File: config.mk
export PLATFORM = sky130hd
export DESIGN_NAME = bsearch_engine_flat
export DESIGN_NICKNAME = d
export VERILOG_FILES = /design/src/rtl/bsearch_pkg.sv /design/src/rtl/bsearch_engine_if.sv /design/src/rtl/bsearch_cmp.sv /design/src/rtl/bsearch_engine.sv /design/src/flat_wrapper.sv
export SDC_FILE = /design/constraint.sdc
export NUM_CORES = 1
export LEC_CHECK = 0
export ABC_AREA = 1
export BUFFER_PORTS_ARGS = -buffer_cell sky130_fd_sc_hd__buf_4
export CAP_MARGIN = 20
export CORE_ASPECT_RATIO = 0.6
export CORE_MARGIN = 4
export CORE_UTILIZATION = 56
export DETAILED_ROUTE_END_ITERATION = 16
export PLACE_DENSITY = 0.79
export SYNTH_ARGS = -nofsm -noshare
export SYNTH_HDL_FRONTEND = slang
export SYNTH_SLANG_ARGS = --single-unit
File: constraint.sdc
create_clock -name clk -period 8.69 [get_ports clk]
set_input_delay 0 -clock clk [delete_from_list [all_inputs] [get_ports clk]]
set_output_delay 0 -clock clk [all_outputs]
set_load 0.03 [all_outputs]
File: src/rtl/bsearch_pkg.sv
// Shared types and helpers for the binary-search engine.
// Holds the search modes, FSM states and sizing helpers.
package bsearch_pkg;

    typedef enum logic [1:0] {
        MODE_EXACT = 2'b00,
        MODE_LOWER = 2'b01,
        MODE_UPPER = 2'b10
    } mode_e;

    typedef enum logic [2:0] {
        IDLE,
        SETUP,
        CHECK,
        ISSUE,
        WAIT,
        CMP,
        DONE
    } state_e;

    // Wait counter only has to hold MEM_LAT-2, so at least one bit.
    function automatic int lat_cnt_w(input int lat);
        return (lat > 2) ? $clog2(lat) : 1;
    endfunction

    // Encoding 2'b11 is reserved and searches as exact.
    function automatic mode_e decode_mode(input logic [1:0] m);
        mode_e r;
        case (m)
            2'b01:   r = MODE_LOWER;
            2'b10:   r = MODE_UPPER;
            default: r = MODE_EXACT;
        endcase
        return r;
    endfunction

endpackage

File: src/rtl/bsearch_engine_if.sv
// Host request/response and table-memory read signals of the search engine.
// The engine uses the slave view; host plus memory use the master view.
interface bsearch_engine_if #(
    parameter int DATA_W = 8,
    parameter int ADDR_W = 4
);

    logic              start;
    logic [1:0]        mode;
    logic [DATA_W-1:0] target;
    logic [ADDR_W:0]   len;

    logic              busy;
    logic              done;
    logic              found;
    logic [ADDR_W:0]   result;
    logic [ADDR_W:0]   probes;

    logic [ADDR_W-1:0] mem_addr;
    logic              mem_rd;
    logic [DATA_W-1:0] mem_rdata;

    modport master (
        output start, mode, target, len, mem_rdata,
        input  busy, done, found, result, probes, mem_addr, mem_rd
    );

    modport slave (
        input  start, mode, target, len, mem_rdata,
        output busy, done, found, result, probes, mem_addr, mem_rd
    );

endinterface

File: src/rtl/bsearch_cmp.sv
// Combinational ordering/equality of a table word against the search target.
// SIGNED selects two's-complement ordering; equality is always bitwise.
module bsearch_cmp #(
    parameter int DATA_W = 8,
    parameter int SIGNED = 0
) (
    input  logic [DATA_W-1:0] d,
    input  logic [DATA_W-1:0] target,
    output logic              lt,
    output logic              eq
);

    assign eq = (d == target);

    generate
        if (SIGNED != 0) begin : g_signed
            logic signed [DATA_W-1:0] d_s;
            logic signed [DATA_W-1:0] target_s;
            assign d_s      = d;
            assign target_s = target;
            assign lt       = (d_s < target_s);
        end else begin : g_unsigned
            assign lt = (d < target);
        end
    endgenerate

endmodule

File: src/rtl/bsearch_engine.sv
// Binary-search controller over a sorted external table with MEM_LAT read latency.
// Supports exact, lower-bound and upper-bound searches on a half-open [lo, hi) range.
module bsearch_engine
    import bsearch_pkg::*;
#(
    parameter int DATA_W  = 8,
    parameter int ADDR_W  = 4,
    parameter int DEPTH   = 16,
    parameter int MEM_LAT = 1,
    parameter int SIGNED  = 0
) (
    input logic             clk,
    input logic             rst,
    bsearch_engine_if.slave bus
);

    localparam int AW1   = ADDR_W + 1;
    localparam int CNT_W = lat_cnt_w(MEM_LAT);
    localparam logic [CNT_W-1:0] WAIT_INIT = CNT_W'((MEM_LAT > 1) ? MEM_LAT - 2 : 0);
    localparam logic [AW1-1:0]   DEPTH_C   = AW1'(DEPTH);

    state_e            state;
    state_e            state_nxt;
    mode_e             mode_q;
    logic [DATA_W-1:0] target_q;
    logic [AW1-1:0]    len_q;
    logic [AW1-1:0]    len_clamped;
    logic [AW1-1:0]    lo;
    logic [AW1-1:0]    hi;
    logic [AW1-1:0]    mid;
    logic              eq_lo;
    logic              eq_hi;
    logic [CNT_W-1:0]  wait_cnt;
    logic              found_q;
    logic [AW1-1:0]    result_q;
    logic [AW1-1:0]    probes_q;
    logic              d_lt;
    logic              d_eq;
    logic              exact_hit;

    assign len_clamped = (bus.len > DEPTH_C) ? DEPTH_C : bus.len;

    // hi-lo never underflows because lo <= hi holds throughout a search.
    assign mid = lo + ((hi - lo) >> 1);

    bsearch_cmp #(
        .DATA_W (DATA_W),
        .SIGNED (SIGNED)
    ) u_cmp (
        .d      (bus.mem_rdata),
        .target (target_q),
        .lt     (d_lt),
        .eq     (d_eq)
    );

    assign exact_hit = (mode_q == MODE_EXACT) && d_eq;

    always_ff @(posedge clk) begin
        if (!rst) begin
            state <= IDLE;
        end else begin
            state <= state_nxt;
        end
    end

    always_comb begin
        state_nxt    = state;
        bus.busy     = (state != IDLE);
        bus.done     = 1'b0;
        bus.mem_rd   = 1'b0;
        bus.mem_addr = '0;
        unique case (state)
            IDLE: begin
                if (bus.start) begin
                    state_nxt = SETUP;
                end
            end
            SETUP: begin
                state_nxt = CHECK;
            end
            CHECK: begin
                state_nxt = (lo < hi) ? ISSUE : DONE;
            end
            ISSUE: begin
                bus.mem_rd   = 1'b1;
                // mid < len <= DEPTH, so dropping the top bit loses nothing.
                bus.mem_addr = mid[ADDR_W-1:0];
                state_nxt    = (MEM_LAT > 1) ? WAIT : CMP;
            end
            WAIT: begin
                if (wait_cnt == '0) begin
                    state_nxt = CMP;
                end
            end
            CMP: begin
                state_nxt = exact_hit ? DONE : CHECK;
            end
            DONE: begin
                bus.done  = 1'b1;
                state_nxt = IDLE;
            end
            default: begin
                state_nxt = IDLE;
            end
        endcase
    end

    // Control and host-visible results: cleared by reset.
    always_ff @(posedge clk) begin
        if (!rst) begin
            found_q  <= 1'b0;
            result_q <= '0;
            probes_q <= '0;
            wait_cnt <= '0;
        end else begin
            case (state)
                IDLE: begin
                    if (bus.start) begin
                        probes_q <= '0;
                    end
                end
                CHECK: begin
                    if (!(lo < hi)) begin
                        result_q <= lo;
                        case (mode_q)
                            MODE_LOWER: found_q <= eq_hi;
                            MODE_UPPER: found_q <= eq_lo;
                            default:    found_q <= 1'b0;
                        endcase
                    end
                end
                ISSUE: begin
                    probes_q <= probes_q + 1'b1;
                    wait_cnt <= WAIT_INIT;
                end
                WAIT: begin
                    wait_cnt <= wait_cnt - 1'b1;
                end
                CMP: begin
                    if (exact_hit) begin
                        found_q  <= 1'b1;
                        result_q <= mid;
                    end
                end
                default: begin
                end
            endcase
        end
    end

    // Search datapath: always initialised in IDLE/SETUP before use.
    always_ff @(posedge clk) begin
        case (state)
            IDLE: begin
                if (bus.start) begin
                    mode_q   <= decode_mode(bus.mode);
                    target_q <= bus.target;
                    len_q    <= len_clamped;
                end
            end
            SETUP: begin
                lo    <= '0;
                hi    <= len_q;
                eq_lo <= 1'b0;
                eq_hi <= 1'b0;
            end
            CMP: begin
                case (mode_q)
                    MODE_LOWER: begin
                        if (d_lt) begin
                            lo <= mid + 1'b1;
                        end else begin
                            hi    <= mid;
                            eq_hi <= d_eq;
                        end
                    end
                    MODE_UPPER: begin
                        if (d_lt || d_eq) begin
                            lo    <= mid + 1'b1;
                            eq_lo <= d_eq;
                        end else begin
                            hi <= mid;
                        end
                    end
                    default: begin
                        if (!d_eq) begin
                            if (d_lt) begin
                                lo <= mid + 1'b1;
                            end else begin
                                hi <= mid;
                            end
                        end
                    end
                endcase
            end
            default: begin
            end
        endcase
    end

    assign bus.found  = found_q;
    assign bus.result = result_q;
    assign bus.probes = probes_q;

endmodule

File: src/flat_wrapper.sv
// flat-port wrapper written by rule: the top's interface ports become plain ports
module bsearch_engine_flat import bsearch_pkg::*;
#(
    parameter int DATA_W  = 8,
    parameter int ADDR_W  = 4,
    parameter int DEPTH   = 16,
    parameter int MEM_LAT = 1,
    parameter int SIGNED  = 0
)
  (clk, rst, bus_start, bus_mode, bus_target, bus_len, bus_mem_rdata, bus_busy, bus_done, bus_found, bus_result, bus_probes, bus_mem_addr, bus_mem_rd);
  bsearch_engine_if #(.DATA_W(DATA_W), .ADDR_W(ADDR_W)) bus_i ();
  input logic clk;
  input logic rst;
  input wire logic [$bits(bus_i.start)-1:0] bus_start;
  input wire logic [$bits(bus_i.mode)-1:0] bus_mode;
  input wire logic [$bits(bus_i.target)-1:0] bus_target;
  input wire logic [$bits(bus_i.len)-1:0] bus_len;
  input wire logic [$bits(bus_i.mem_rdata)-1:0] bus_mem_rdata;
  output wire logic [$bits(bus_i.busy)-1:0] bus_busy;
  output wire logic [$bits(bus_i.done)-1:0] bus_done;
  output wire logic [$bits(bus_i.found)-1:0] bus_found;
  output wire logic [$bits(bus_i.result)-1:0] bus_result;
  output wire logic [$bits(bus_i.probes)-1:0] bus_probes;
  output wire logic [$bits(bus_i.mem_addr)-1:0] bus_mem_addr;
  output wire logic [$bits(bus_i.mem_rd)-1:0] bus_mem_rd;
  assign bus_i.start = bus_start;
  assign bus_i.mode = bus_mode;
  assign bus_i.target = bus_target;
  assign bus_i.len = bus_len;
  assign bus_i.mem_rdata = bus_mem_rdata;
  assign bus_busy = bus_i.busy;
  assign bus_done = bus_i.done;
  assign bus_found = bus_i.found;
  assign bus_result = bus_i.result;
  assign bus_probes = bus_i.probes;
  assign bus_mem_addr = bus_i.mem_addr;
  assign bus_mem_rd = bus_i.mem_rd;
  bsearch_engine #(.DATA_W(DATA_W), .ADDR_W(ADDR_W), .DEPTH(DEPTH), .MEM_LAT(MEM_LAT), .SIGNED(SIGNED)) u_core (.clk(clk), .rst(rst), .bus(bus_i));
endmodule
Yosys cells after proc, flatten, opt, wreduce, memory -nomap -nowiden
Index checks and enable logic that the tools add are counted.

Word-level logic and storage cells: 94. Bits of input ports: 26. Bits in registers: 42.

Magnitude comparators: 3. Reduce and logical (&&, ||, !) cells: 17. Eq/ne operators: 22. $add $sub $neg: 5. Mux-type cells: 35.

Operator list (number): 5-bit case mux with 2 select lines (6); 5-bit two-way mux (9); 3-bit case mux with 6 select lines (1); 3-bit AND reduction (5); 3-bit two-way mux (4); 5-bit by 1-bit adder with 5-bit output (second input constant) (2); 1-bit case mux with 2 select lines (5); 3-bit == test (second input constant) (3); 8-bit == test (1); 8-bit less-than comparator (1); 1-bit two-way mux (8); 2-bit by 1-bit != test with 1-bit output (second input constant) (4); 2-bit != test (second input constant) (4); 2-bit nonzero test (4); 3-bit by 2-bit == test with 1-bit output (second input constant) (2); 2-bit AND reduction (3); 5-bit by 4-bit adder with 5-bit output (1); 5-bit greater-than comparator (second input constant) (1); 5-bit less-than comparator (1); 5-bit subtractor (1); 2-bit by 1-bit == test with 1-bit output (second input constant) (2); 2-bit == test (second input constant) (2); 4-bit two-way mux (1); 4-bit != test (second input constant) (1); 10 further kinds (10).

Depth between registers and ports, before layout
Gate-level depths: netlist (run 1).

Word-level depth: 7. Gate-level depth with buffers: 17.

Hierarchy
Synthesis (run 1) repeated with hierarchy kept, for this count alone.

Cells, all modules: 320. Area, all modules: 2617.5 um^2.

By module, submodules not included: bsearch_engine (instances 1, seq. area each 1111.1 um^2, cells an instance 283, area each 2396.0 um^2); bsearch_cmp (instances 1, seq. area each 0.0 um^2, cells an instance 37, area each 221.5 um^2).

Worst setup path before layout (run 1)
Ideal clock, no wire load.

Path type: register to register. From: register u_core.lo[0]. To: register u_core.lo[4], data pin. Path buffers: 0. Path slack: 5.942 ns. Arrival: 2.497 ns. Required time: 8.438 ns. Setup time: 0.252 ns. Stages on the path, launching flop included: 16. Cell sequence: edfxtp_1 ha_1 inv_1 fa_1 ha_1 inv_1 fa_1 inv_1 ha_1 inv_1 nor2_1 nand3_1 nand2_1 nand2_1 nor2_1 nor2_1.

Cells in the longest elaborated chain, start to end: 7. Elaborated cells on any way between the ends: 8.

Ends and longest elaborated chain: start: declaration (line bsearch_engine.sv:28) `logic [AW1-1:0] lo;`; start signal: assignment (line bsearch_engine.sv:171) `lo <= mid + 1'b1;`; start signal: assignment (line bsearch_engine.sv:179) `lo <= mid + 1'b1;`; start signal: assignment (line bsearch_engine.sv:188) `lo <= mid + 1'b1;`; 5-bit subtractor (line bsearch_engine.sv:44) `assign mid = lo + ((hi - lo) >> 1);`; 5-bit by 4-bit adder with 5-bit output * (line bsearch_engine.sv:44); 5-bit by 1-bit adder with 5-bit output * (line bsearch_engine.sv:171, bsearch_engine.sv:179, bsearch_engine.sv:188); 5-bit two-way mux (line bsearch_engine.sv:170, bsearch_engine.sv:187); 5-bit two-way mux (line bsearch_engine.sv:186) `if (!d_eq) begin`; 5-bit case mux with 2 select lines * (line bsearch_engine.sv:168) `case (mode_q)`; 5-bit case mux with 2 select lines * (line bsearch_engine.sv:153) `case (state)`.

Every way passes the cells marked *; elsewhere a longest branch is shown, timed or not. The select of a mux whose other input is x is not followed. A chain may end at the register's enable or synchronous reset.

Worst setup path in the final report (run 1)
Same ends and word-level chain as after synthesis.

==> out/metrics.csv, run 1 <==
metric;value;unit
worst-path fanout max;4;
Clk Tree Root Cell;clkbuf_8;
I/O pin count;44;
Reg clk slew, reported paths;0.09;ns
Max-slew headroom;71.3;%
WS Path Type;flip-flop to flip-flop;
largest net degree at the start of global routing;16;
Via Count;2309;
gr ovfl total;0;
Setup WS pre-CTS;5.76;ns
core area;4300;um^2
Worst EP arrival;3.08;ns
Num CTS Buffers;5;
first-pass GRT wire length;10200;um
H-tree Lvls;2;
endpoint class of the critical path;flip-flop;
P_leak;1.63;nW
clk_skew;0.0105;ns
non-filler instance count after layout;457;
fin worst setup slack;5.67;ns
final setup fails;0;
status;finished, final reports clean;
Net Switching;0.473;mW
post-CTS sizing;0;
Clock Sink Count;42;
CTS tree;done;
synthesized area;2620;um^2
CTS Buffer Depth;2;
Logic pwr share;56.3;%
Post-CTS Setup Bufs;0;
initial antenna violation count;0;
DRC Markers;0;
Net Sw Frac;45.8;%
PortBufs;43;
Die X;96.2;um
Via density;5.05;
final period utilization;34.8;%
syn nets;389;
DRT iter0 DRCs;149;
Tot Pwr;1.03;mW
Flop pwr share;29.3;%
Internal;0.559;mW
n_diodes;0;
Clk pwr share;14.4;%
Hold Crit Class;input port to flip-flop;
GRT Total Usage;23.1;%
Netlist cell types;28;
full die area;5860;um^2
Final nets;447;
share of the yosys chip area belonging to registers;42.5;%
Die H;60.9;um
#FFs+latches synth;42;
Tmin final;3.02;ns
max cap viols;0;
# placed instances;436;
Worst EP required;8.74;ns
FMAX;331;MHz
Antenna Violating Nets Remaining;0;
Pins Over Slew Limit;0;
layout cells sized above 1;14.4;%
hpwl dp;4700;um
average instance area after synthesis;7.74;um^2
post-route setup TNS;0;ns
nature of the critical path startpoint;flip-flop;
synth warn;0;
Routed wire per std cell;13.0;um
Clock Latency Late Sink;0.29;ns
Power Dens Cells;320;nW/um^2
Layout area overhead;23.4;%
Worst IR Drop VDD;0.179;mV
Synth Instances;338;
final hold vios;0;
num rows;18;
vias in the first global route;2257;
routed wire length;5950;um
DR pass1 iterations;5;
Final GP Congestion;0.960;
initial core utilization;60.8;%
Slew @ Worst Pin;0.430;ns
RSZ-0062 raised after global routing;no;
## power by group through the flow
stage / clock [mW] / combinational [mW] / sequential (mW)
floorplan: 0 / 0.404 / 0.317
global placement: 0 / 0.542 / 0.305
detailed placement: 0 / 0.560 / 0.307
CTS: 0.152 / 0.572 / 0.303
global route: 0.162 / 0.664 / 0.309
finish: 0.149 / 0.581 / 0.303
## cells in the final DEF, fill, tap and decap left out
cell           Yosys  final
nor3_1             3      3
nand2_1           83     83
nand3_1           28     28
a21o_1             2      2
a22o_1             1      1
clkbuf_1           2      1
a21oi_1           23     23
buf_4              0     44
inv_2              2      2
ha_1              23     23
nor2_4             2      2
xnor2_1            1      1
xor2_1             2      2
a31oi_1            1      1
clkbuf_16          0      1
dfxtp_1           15     15
o21a_1             1      1
edfxtp_1          27     27
nor2_1            40     40
o211ai_1           1      1
clkbuf_8           0      6
nand4_1            1      1
a211oi_1           1      1
dlygate4sd3_1      0     13
o21ai_0            8      8
nand2_2            2      2
o21bai_1           1      1
fa_1               2      2
inv_1             61     61
o22ai_1            1      1
## repair_timing
action                                  in CTS  in global routing
hold endpoints to repair                    17                  0
endpoints found under the setup margin       0                  0
hold buffers                                13                  0
## through the flow
step | util [%] | instance area (um^2) | hold WS (ns)
4_1_cts | 75.0 | 3230 | 0.0118
5_1_grt | 75.0 | 3230 | 0.0263
2_1_floorplan | - | 2620 | 0.0989
3_5_place_dp | 69.4 | 2990 | 0.179
3_3_place_gp | 69.4 | 2990 | 0.179
6_report | 75.0 | 3230 | 0.0159
## cells by family after synthesis
group,after synthesis,share of synthesized area [%]
and+or+nand+nor,159,25.2
buffers and inverters,69,10.3
DFF,42,42.5
AOI/OAI and AO/OA,40,8.47
adders and majority gates,25,12.5
xor gates and xnor gates,3,1.00
## worst max-delay path, stage by stage, from the launching register on
cell and delay, ns:
edfxtp_1 0.45, ha_1 0.21, inv_1 0.11, fa_1 0.45
ha_1 0.22, inv_1 0.07, fa_1 0.44, inv_1 0.10
ha_1 0.17, inv_1 0.04, nor2_1 0.19, nand3_1 0.10
nand2_1 0.06, nand2_1 0.05, nor2_1 0.08, nor2_1 0.05
## state kept, by name (all words and copies together) (netlist names)
| name | cells |
|---|---|
| u_core.target_q | 8 |
| u_core.bus.probes | 5 |
| u_core.state | 3 |
| u_core.lo | 5 |
| u_core.mode_q | 2 |
| u_core.len_q | 5 |
| u_core.bus.found | 1 |
| u_core.bus.result | 5 |
| u_core.hi | 5 |
| u_core.wait_cnt | 1 |
| u_core.eq_hi | 1 |
| u_core.eq_lo | 1 |
## cells in the mapped netlist, drive strengths merged
library cell / instances / area share [%]
a211oi: 1 / 0.29
a21o: 2 / 0.57
a21oi: 23 / 4.4
a22o: 1 / 0.33
a31oi: 1 / 0.24
buf: 4 / 1.0
clkbuf: 2 / 0.29
dfxtp: 15 / 11
edfxtp: 27 / 31
fa: 2 / 1.5
ha: 23 / 11
inv: 63 / 9.0
nand2: 85 / 12
nand3: 28 / 5.4
nand4: 1 / 0.24
nor2: 42 / 6.6
nor3: 3 / 0.57
o211ai: 1 / 0.29
o21a: 1 / 0.29
o21ai: 8 / 1.5
o21bai: 1 / 0.29
o22ai: 1 / 0.24
xnor2: 1 / 0.33
xor2: 2 / 0.67
## final timing paths
check                                    startpoint                           endpoint  slack (ns)  cells past startpoint
hold reg to reg   u_core.bus.probes[4]$_SDFFE_PN0P_  u_core.bus.probes[4]$_SDFFE_PN0P_        0.51                      2
setup reg to reg         u_core.lo[0]$_SDFFCE_PN0P_         u_core.lo[4]$_SDFFCE_PN0P_        5.67                     15
hold / removal                           bus_len[3]      u_core.len_q[3]$_SDFFCE_PN0P_        0.02                      3
setup / recovery         u_core.lo[0]$_SDFFCE_PN0P_         u_core.lo[4]$_SDFFCE_PN0P_        5.67                     15
## area by class of cell
class | instances | area (um^2)
fillers | 342 | 1070
inverters | 63 | 236
clock buffers | 8 | 111
repair buffers | 57 | 460
flip-flops and latches | 42 | 1110
multi-input cells | 227 | 1230
well taps | 60 | 75.1
## routing by layer
layer,track usage (%),up-vias,routed length [um]
li1,-,1194,-
met3,7.19,5,481
met1,31.7,1021,2800
met2,35.9,89,2620
met5,0,-,0
met4,5.47,0,42
(Power assumes the default switching activity.)
==> run 2: changes to the inputs <==
- CORE_UTILIZATION: 56 -> 51
- PLACE_DENSITY: 0.79 -> 0.76
- clock period: 8.69 -> 2.5 ns (I/O delays scaled with it)
==> run 2 against run 1 <==
- critical endpoint unchanged
- highest routed layer unchanged
- hold slack got worse by 0.0060 ns
- wire length grew 25%
- design area is 15% higher
- sequential share of layout area fell by 4.4 points
- register-to-register slack got worse by 5.9 ns
- clock power grew to 2.9 times the previous value
- flip-flop and latch count is the same
- the flow now finishes with violations (negative setup slack)
- clock skew shrank 0.0037 ns
==> out/metrics.csv, run 2 (synthesized netlist as in run 1, its figures left out) <==
metric;value;unit
Slew @ Worst Pin;0.548;ns
nature of the critical path startpoint;flip-flop;
Layout area overhead;41.5;%
failing checks;negative setup slack;
Die H;63.5;um
clk_skew;0.00682;ns
Storage cell area;1110;um^2
Pins Over Slew Limit;0;
n_diodes;0;
Final nets;474;
first-pass GRT wire length;11300;um
P_leak;1.77;nW
status;finished with violations;
Worst IR Drop VDD;0.727;mV
Worst EP required;2.57;ns
Routed wire per std cell;15.3;um
fin worst setup slack;-0.272;ns
Worst path max stage delay;0.55;ns
DRT iter0 DRCs;199;
R2R setup slack;-0.27;ns
initial core utilization;55.0;%
FMAX;361;MHz
final hold vios;0;
Power Dens Cells;1350;nW/um^2
CTS tree;done;
multi-input logic area;1500;um^2
critical path's slowest cell;fa_2;
initial antenna violation count;0;
worst-path fanout max;3;
commonest cells after routing, fill and taps aside;73 x nand2_1, 63 x buf_4, 52 x inv_1, 37 x nor2_1, 27 x edfxtp_1;
GRT Total Usage;22.8;%
max cap viols;0;
num rows;19;
area post-placement;3120;um^2
Tot Pwr;4.98;mW
DR pass1 iterations;5;
Num CTS Buffers;5;
Worst EP arrival;2.84;ns
Tmin final;2.77;ns
final setup fails;12;
PortBufs;43;
DRC Markers;0;
Clock Sink Count;42;
WS Path Type;flip-flop to flip-flop;
max FFs per register;8;
Die X;100;um
I/O pin count;44;
RSZ-0062 raised after global routing;yes;
fillers;324;
Antenna Violating Nets Remaining;0;
core area;4750;um^2
Final GP Congestion;0.958;
Final Util;77.8;%
Hold Crit Class;input port to flip-flop;
H-tree Lvls;2;
largest net degree at the start of global routing;16;
vias in the first global route;2443;
final period utilization;111;%
full die area;6370;um^2
Via Count;2547;
CP dominant cell by count;inv_2;
post-route setup TNS;-1.60;ns
Clk Tree Root Cell;clkbuf_8;
hpwl dp;4940;um
CTS Buffer Depth;2;
Clock Latency Late Sink;0.30;ns
most common cell after layout, fill and taps aside;nand2_1;
Largest Register;u_core.target_q;
endpoint class of the critical path;flip-flop;
routed wire length;7450;um
Via density;5.23;
gr ovfl total;0;
layout cells sized above 1;31.6;%
Reg clk slew, reported paths;0.08;ns
Max-slew headroom;63.3;%
CP cell instances;inv_1 -> ha_2 -> inv_2 -> fa_2 -> ha_4 -> inv_2 -> fa_2 -> inv_2 -> ha_4 -> inv_2 -> nor2_4 -> nand3_2 -> nand2_1 -> nand2_1 -> nor2_1 -> nor2_1;
Final Cell Area;3700;um^2
==> run 2: cell types whose count changed in the layout (fill, tap and decap cells not counted), sizes merged <==
cell | previous run | this run
clkinvlp | 0 | 2
clkbuf | 8 | 5
clkinv | 0 | 1
buf | 44 | 72
dlygate4sd3 | 13 | 12
==> run 2: repair_timing <==
action                                  CTS  global route
hold buffers                             12             0
buffers inserted                         10             4
pin swaps                                18            17
endpoints found under the hold margin    18             0
resized for setup                        28            35
endpoints found under the setup margin   13            15
==> run 2: worst paths after layout <==
path | start | cells after the start | to
max | u_core.hi[0]$_DFFE_PP_ | 16 | u_core.lo[4]$_SDFFCE_PN0P_
min | bus_len[1] | 3 | u_core.len_q[1]$_SDFFCE_PN0P_
max reg2reg | u_core.hi[0]$_DFFE_PP_ | 16 | u_core.lo[4]$_SDFFCE_PN0P_
min reg2reg | u_core.wait_cnt$_SDFFE_PN0N_ | 2 | u_core.wait_cnt$_SDFFE_PN0N_
==> run 2: cell type report <==
class	instances	share of cell area [%]
Timing Repair Buffer	84	18.8
Sequential cell	42	30.0
Inverter	63	6.39
Tap cell	63	2.13
Clock inverter	3	0.439
Multi-Input combinational cell	227	40.4
Clock buffer	5	1.86
==> run 2: layer usage <==
metal | GRT usage (%) | part of all wire [%] | vias to the layer above
met5 | 0 | 0 | -
met4 | 8.57 | 1.8 | 0
met3 | 4.30 | 6.7 | 13
met2 | 36.6 | 48 | 115
met1 | 30.4 | 44 | 1175
li1 | - | - | 1244
==> run 2: stage by stage <==
| step | instances | hold slack (ns) | worst slack [ns] |
|---|---|---|---|
| detailed placement | 454 | 0.180 | -0.263 |
| CTS | 484 | 0.0121 | -0.167 |
| global placement | 454 | 0.179 | -0.208 |
| global route | 487 | 0.0112 | -0.417 |
| finish | 487 | 0.00990 | -0.272 |
| floorplan | 338 | 0.0989 | -0.156 |
==> run 2: worst max-delay path: cells and delay by family (launching register included) <==
kind | cells | cell delay (ns)
buffers and inverters | 5 | 0.30
adders and majority gates | 5 | 1.44
DFF | 1 | 0.36
and+or+nand+nor | 6 | 0.42
==> run 2: report_power, final <==
| part | internal (mW) | total (mW) | switching, mW |
|---|---|---|---|
| logic | 1.48 | 3.49 | 2.02 |
| clock network | 0.190 | 0.432 | 0.242 |
| registers | 0.961 | 1.06 | 0.0955 |
| total | 2.63 | 4.98 | 2.35 |
